==> config.mk <==
export PLATFORM = sky130hd
export DESIGN_NAME = fifo_uart_tx
export DESIGN_NICKNAME = d
export VERILOG_FILES = /design/src/rtl/fifo_uart_tx.sv
export SDC_FILE = /design/constraint.sdc
export NUM_CORES = 1
export LEC_CHECK = 0
export ABC_AREA = 1
export CAP_MARGIN = 20
export CORE_MARGIN = 3
export CORE_UTILIZATION = 53
export CTS_CLUSTER_DIAMETER = 120
export CTS_CLUSTER_SIZE = 24
export DETAILED_ROUTE_END_ITERATION = 8
export PLACE_DENSITY_LB_ADDON = 0.3
export SETUP_SLACK_MARGIN = 0.02
export SYNTH_ARGS = -nofsm -noshare
export SYNTH_HDL_FRONTEND = slang
export SYNTH_SLANG_ARGS = --single-unit
==> constraint.sdc <==
create_clock -name clk -period 1.7 [get_ports clk]
set_input_delay 0.17 -clock clk [delete_from_list [all_inputs] [get_ports clk]]
set_output_delay 0.17 -clock clk [all_outputs]
set_load 0.02 [all_outputs]
==> src/rtl/fifo_uart_tx.sv <==
// Pops bytes from the upstream FIFO and serialises them as UART frames on tx.
// Start bit begins 3 cycles after enable & !fifo_empty in IDLE; the read is held off while a FIFO write collides.
module fifo_uart_tx #(
  parameter int CLKS_PER_BIT = 16,
  parameter bit PARITY_EN    = 1'b0,
  parameter bit PARITY_ODD   = 1'b0,
  parameter int STOP_BITS    = 1
) (
  input  logic        clk,
  input  logic        rst,
  input  logic        enable,
  input  logic        fifo_empty,
  input  logic        fifo_full,
  input  logic        fifo_wr_mon,
  input  logic [7:0]  fifo_dout,
  output logic        fifo_rd,
  output logic        tx,
  output logic        busy,
  output logic        done,
  output logic [15:0] frame_cnt
);

  localparam int BW = $clog2(CLKS_PER_BIT);
  localparam logic [BW-1:0] BAUD_MAX  = BW'(CLKS_PER_BIT - 1);
  localparam logic [2:0]    LAST_STOP = 3'(STOP_BITS - 1);

  typedef enum logic [2:0] {IDLE, FETCH, LOAD, START, DATA, PARITY, STOP} state_t;

  state_t        state, state_n;
  logic [BW-1:0] baud, baud_n;
  logic [2:0]    bitc, bitc_n;
  logic [7:0]    shreg, shreg_n;
  logic          par, par_n;
  logic          tx_n;
  logic          bit_end;

  assign bit_end = (baud == BAUD_MAX);
  assign busy    = (state != IDLE);
  // A non-full write owns the FIFO port this cycle, so the pop waits.
  assign fifo_rd = (state == FETCH) && !(fifo_wr_mon && !fifo_full);

  always_comb begin
    state_n = state;
    bitc_n  = bitc;
    shreg_n = shreg;
    par_n   = par;
    done    = 1'b0;
    case (state)
      IDLE:   if (enable && !fifo_empty) state_n = FETCH;
      FETCH:  if (fifo_rd) state_n = LOAD;
      LOAD: begin
        shreg_n = fifo_dout;
        par_n   = (^fifo_dout) ^ PARITY_ODD;
        state_n = START;
      end
      START:  if (bit_end) state_n = DATA;
      DATA: begin
        if (bit_end) begin
          shreg_n = {1'b0, shreg[7:1]};
          bitc_n  = bitc + 3'd1;
          if (bitc == 3'd7) state_n = PARITY_EN ? PARITY : STOP;
        end
      end
      PARITY: if (bit_end) state_n = STOP;
      STOP: begin
        if (bit_end) begin
          if (bitc == LAST_STOP) begin
            done    = 1'b1;
            bitc_n  = 3'd0;
            state_n = IDLE;
          end else begin
            bitc_n = bitc + 3'd1;
          end
        end
      end
      default: state_n = IDLE;
    endcase

    if (state_n != state || bit_end) baud_n = '0;
    else                             baud_n = baud + 1'b1;

    // tx is computed from the next state so the line changes exactly on state entry.
    case (state_n)
      START:   tx_n = 1'b0;
      DATA:    tx_n = shreg_n[0];
      PARITY:  tx_n = par_n;
      default: tx_n = 1'b1;
    endcase
  end

  always_ff @(posedge clk) begin
    if (rst) begin
      state     <= IDLE;
      baud      <= '0;
      bitc      <= 3'd0;
      shreg     <= 8'd0;
      par       <= 1'b0;
      tx        <= 1'b1;
      frame_cnt <= 16'd0;
    end else begin
      state <= state_n;
      baud  <= baud_n;
      bitc  <= bitc_n;
      shreg <= shreg_n;
      par   <= par_n;
      tx    <= tx_n;
      if (done) frame_cnt <= frame_cnt + 16'd1;
    end
  end

endmodule
Word level (Yosys, flattened, before mapping)

Cells that the tools add are included.
W data, S select, Z words.

$add $sub $neg: 3
Multipliers: 0
Div/mod/pow operators: 0
$lt $le $gt $ge: 0
Eq/ne operators: 14
Shift-type cells: 0
Mux-type cells: 20
Bitwise operators: 0
Reduce and logical (&&, ||, !) cells: 16

Operators with widths:

| kind                    | number |
|---|---|
| $mux W3                 | 11 |
| $pmux W3 S7             | 1 |
| $eq A3 B3 Y1 const B    | 6 |
| $add A16 B1 Y16 const B | 1 |
| $pmux W8 S2             | 1 |
| $eq A3 B2 Y1 const B    | 3 |
| $mux W8                 | 1 |
| $reduce_xor A8 Y1       | 1 |
| $logic_not A3 Y1        | 2 |
| $pmux W3 S2             | 1 |
| $add A4 B1 Y4 const B   | 1 |
| $eq A4 B4 Y1 const B    | 1 |
| $mux W1                 | 4 |
| $ne A2 B2 Y1 const B    | 2 |
| $reduce_bool A2 Y1      | 2 |
| $add A3 B1 Y3 const B   | 1 |
| $eq A3 B1 Y1 const B    | 1 |
| $logic_and A1 B1 Y1     | 3 |
| $logic_not A1 Y1        | 3 |
| $ne A3 B3 Y1            | 1 |
| $pmux W1 S3             | 1 |
| $reduce_and A3 Y1       | 1 |
| $reduce_bool A3 Y1      | 1 |
| $reduce_and A2 Y1       | 1 |
| other kinds (2)         | 2 |

Register bits after elaboration: 36
Bits in latches: 0
Bits in writable memories: 0
Memory bits (read-only): 0
Input port bits: 14
Output and inout port bits: 20
Logic and storage cells: 61
Memories kept: 0

Longest topological paths before layout

Depth after elaboration: 9
Gate-level depth with buffers: 11
Gate-level depth less buffers: 11

Worst setup path before layout

Ideal clock, no wire load.

Path kind: reg-to-reg
From: reg baud[0]
To: reg frame_cnt[15]
Library setup time: 0.113 ns
Data arrival time: 1.423 ns
Data required time: 1.587 ns
Slack: 0.164 ns
Stages on the path, launching flop included: 11
Buffers on the path: 0
Clock period less this slack: 1.536 ns
Path through: dfxtp_1 -> ha_1 -> nand3_2 -> nor2_1 -> nand2_2 -> inv_2 -> nand4_4 -> nor2_2 -> nand2_1 -> nand2_1 -> nor2_1

Cells in the longest elaborated chain, start to end: 3

RTL lines:

| what                     | line | text |
|---|---|---|
| start: declaration       | 30   | `logic [BW-1:0] baud, baud_n;` |
| start signal: assignment | 102  | `baud <= baud_n;` |
| $eq A4 B4 Y1             | 37   | `assign bit_end = (baud == BAUD_MAX);` |
| $mux W1                  | 66   | `if (bit_end) begin` |
| $mux W1                  | 48   | `case (state)` |
| via done                 | 19   | `output logic done,` |
| end signal: assignment   | 107  | `if (done) frame_cnt <= frame_cnt + 16'd1;` |
| end: declaration         | 20   | `output logic [15:0] frame_cnt` |

The timed path passes the listed nets, and every way through them passes these cells.
A chain may end at the register's enable or synchronous reset.

Final worst setup path

From: reg frame_cnt[9]
To: out frame_cnt[9]

No word-level cell between the ends.

==> metrics <==
Post-CTS Setup Bufs 0; Arr. time, crit path approximately 1.4 ns; Synth area leaders dfxtp_1, nand2_1, inv_1; Hold Path Class register to register; Filler cells 327; die area 4680 µm²; gr ovfl total 0; most frequent cells in the layout nand2_1, inv_1, nor2_1, dfxtp_1, clkdlybuf4s50_1; fin. max-slew vios 0; Final setup viols 0; WP buf/inv 1; RSZ-0062 raised after global routing true; pin count of the biggest net entering global routing 21; setup slack after layout 0.130 ns; Inst Count DP 400; critical path required time around 1.5 ns; Tot Pwr 1880 µW; design area 2650 µm²; share of cells above drive strength 1 13.6%; Cell Area, Placed 2520 µm²; CP startpoint kind register; Slowest cell on crit path clkdlybuf4s50_1; commonest non-fill, non-tap cell in the layout nand2_1; Max Freq 637 MHz; Slew HR between 60% and 70%; FF-to-FF path depth 10; Worst R2R Setup Slack 0.14 ns; root buf cell clkbuf_8; FF-to-FF Start bitc[0]; clk buf depth 2; vias per cell 5.00; distinct cell type count after synthesis 29; Die W around 68 µm; die height 68.4 µm; DRC 0; drt wl/cell 10.6 µm; Min-Delay Path Depth 1; clock sink total 36; status completed; Routed WL 4330 µm; Top Ports 34; critical path cell sequence clkdlybuf4s50_1; vias in the first global route 1774; area share of the largest cell type after synthesis between 30% and 40%; global-route usage over all layers about 20%; R2R Path End frame_cnt[12]; Layout Nets ~380; First-pass DRT Iterations 4; Place WS 0.0548 ns; IO buf count 33; Crit path max-delay family buffers and inverters; largest area contributor in the synthesized netlist dfxtp_1; sequential share of the synthesized area 34.9%; Hold Startpoint baud[0]; Yosys warning count 0; CTS tree done; Hold Path End baud[0]; synthesized area 2060 µm²; clk slew on worst S/H paths 0.07 ns; TritonCTS Buffers 5; P_leak 0.00117 µW; Initial Util 55.6%; Yosys reg bits 36; drt first-iter violations 137; Worst setup EP type output port; Area Growth Syn to Fin 28.2%; first-pass GRT wire length just over 7000 µm; routability-driven placement congestion ratio ~0.86; Cells after Synth about 310; Inserted Diodes 0; Final min period 1.57 ns; setup TNS 0 ns; Setup Crit Path Kind register to output port; final hold vios 0; Power Density 709 nW/µm²; Skew-Pair Late Insertion Delay 0.29 ns; Tcrit/Tclk final between 90% and 100%; Avg Synthesized Cell Area 6.64 µm²; cell row count 22; VDD IR-drop max 0.000620 V; Core Box Area 3720 µm²; initial antenna violation count 0; DRT antenna net count 0; syn nets 330; H-tree depth 2; skew final 0.00513 ns; dpl hpwl 3230 µm; crit path max fanout 5; CP max stage delay 0.65 ns; via count 2040; measured slew at the worst slew-check pin between 0.4 and 0.5 ns; Finished Layout Cells 408; Max Cap Viol 0
==> Yosys cell counts, drive strengths merged <==
library cell	count
nor2	46
o21ai	13
o211ai	1
buf	2
nand4	8
a21oi	22
a31oi	2
xor2	4
ha	5
nand3	24
nand2	73
nor3	10
or2	2
inv	52
a22oi	6
clkbuf	3
dfxtp	36
xnor2	1
and3	1
==> power by group <==
part	internal [µW]	switching (µW)	total [µW]
sequential	870	15.0	885
combinational	105	138	244
clock	434	316	749
total	1410	469	1880
==> registers in the layout, summed over array words and instances, names as in the netlist <==
name / count
state: 3
tx: 1
shreg: 8
par: 1
bitc: 3
frame_cnt: 16
baud: 4
==> area by class of cell <==
| class | count | area (µm²) | share of cell area [%] |
|---|---|---|---|
| Inverter | 52 | 195 | 7.37 |
| Tap cell | 48 | 60.1 | 2.27 |
| Clock buffer | 5 | 68.8 | 2.60 |
| Clock inverter | 3 | 42.5 | 1.61 |
| Timing Repair Buffer | 46 | 424 | 16.0 |
| Sequential cell | 36 | 723 | 27.3 |
| Multi-Input combinational cell | 218 | 1130 | 42.8 |
==> worst max-delay path by stage <==
stage	from	endpoint	slack (ns)	depth (start not counted)
2_1_floorplan	baud[0]	frame_cnt[15]	0.16	10
3_3_place_gp	baud[0]	done	0.08	6
3_5_place_dp	baud[0]	done	0.05	6
4_1_cts	baud[0]	done	0.06	6
5_1_grt	bitc[1]	frame_cnt[15]	0.005	12
6_report	frame_cnt[9]	frame_cnt[9]	0.13	1
==> per-layer routing <==
metal / GRT usage, % / wire length (µm)
met1: 23.8 / 2010
met4: 6.95 / 51
met3: 4.93 / 207
met2: 34.4 / 2060
met5: 0 / 0
==> logic make-up after synthesis <==
kind of cell | Yosys count | synth area share [%]
and+or+nand+nor | 164 | 37.0
buffers and inverters | 57 | 10.9
AOI/OAI and AO/OA | 44 | 12.1
DFF | 36 | 34.9
xor gates and xnor gates | 5 | 2.12
adders and majority gates | 5 | 3.03
==> metrics by stage <==
| stage | hold slack, ns | util (%) |
|---|---|---|
| 6_report | 0.416 | 71.2 |
| 5_1_grt | 0.446 | 71.2 |
| 4_1_cts | 0.455 | 70.9 |
| 3_5_place_dp | 0.444 | 67.9 |
| 3_3_place_gp | 0.430 | 67.9 |
| 2_1_floorplan | 0.318 | - |
==> what timing repair did <==
item | in CTS | in global routing
setup endpoints to repair | 3 | 17
gates resized for setup | 6 | 7
hold endpoints to repair | 0 | 0
hold buffers | 0 | 0
pin swaps | 0 | 1
(Power assumes the default switching activity.)
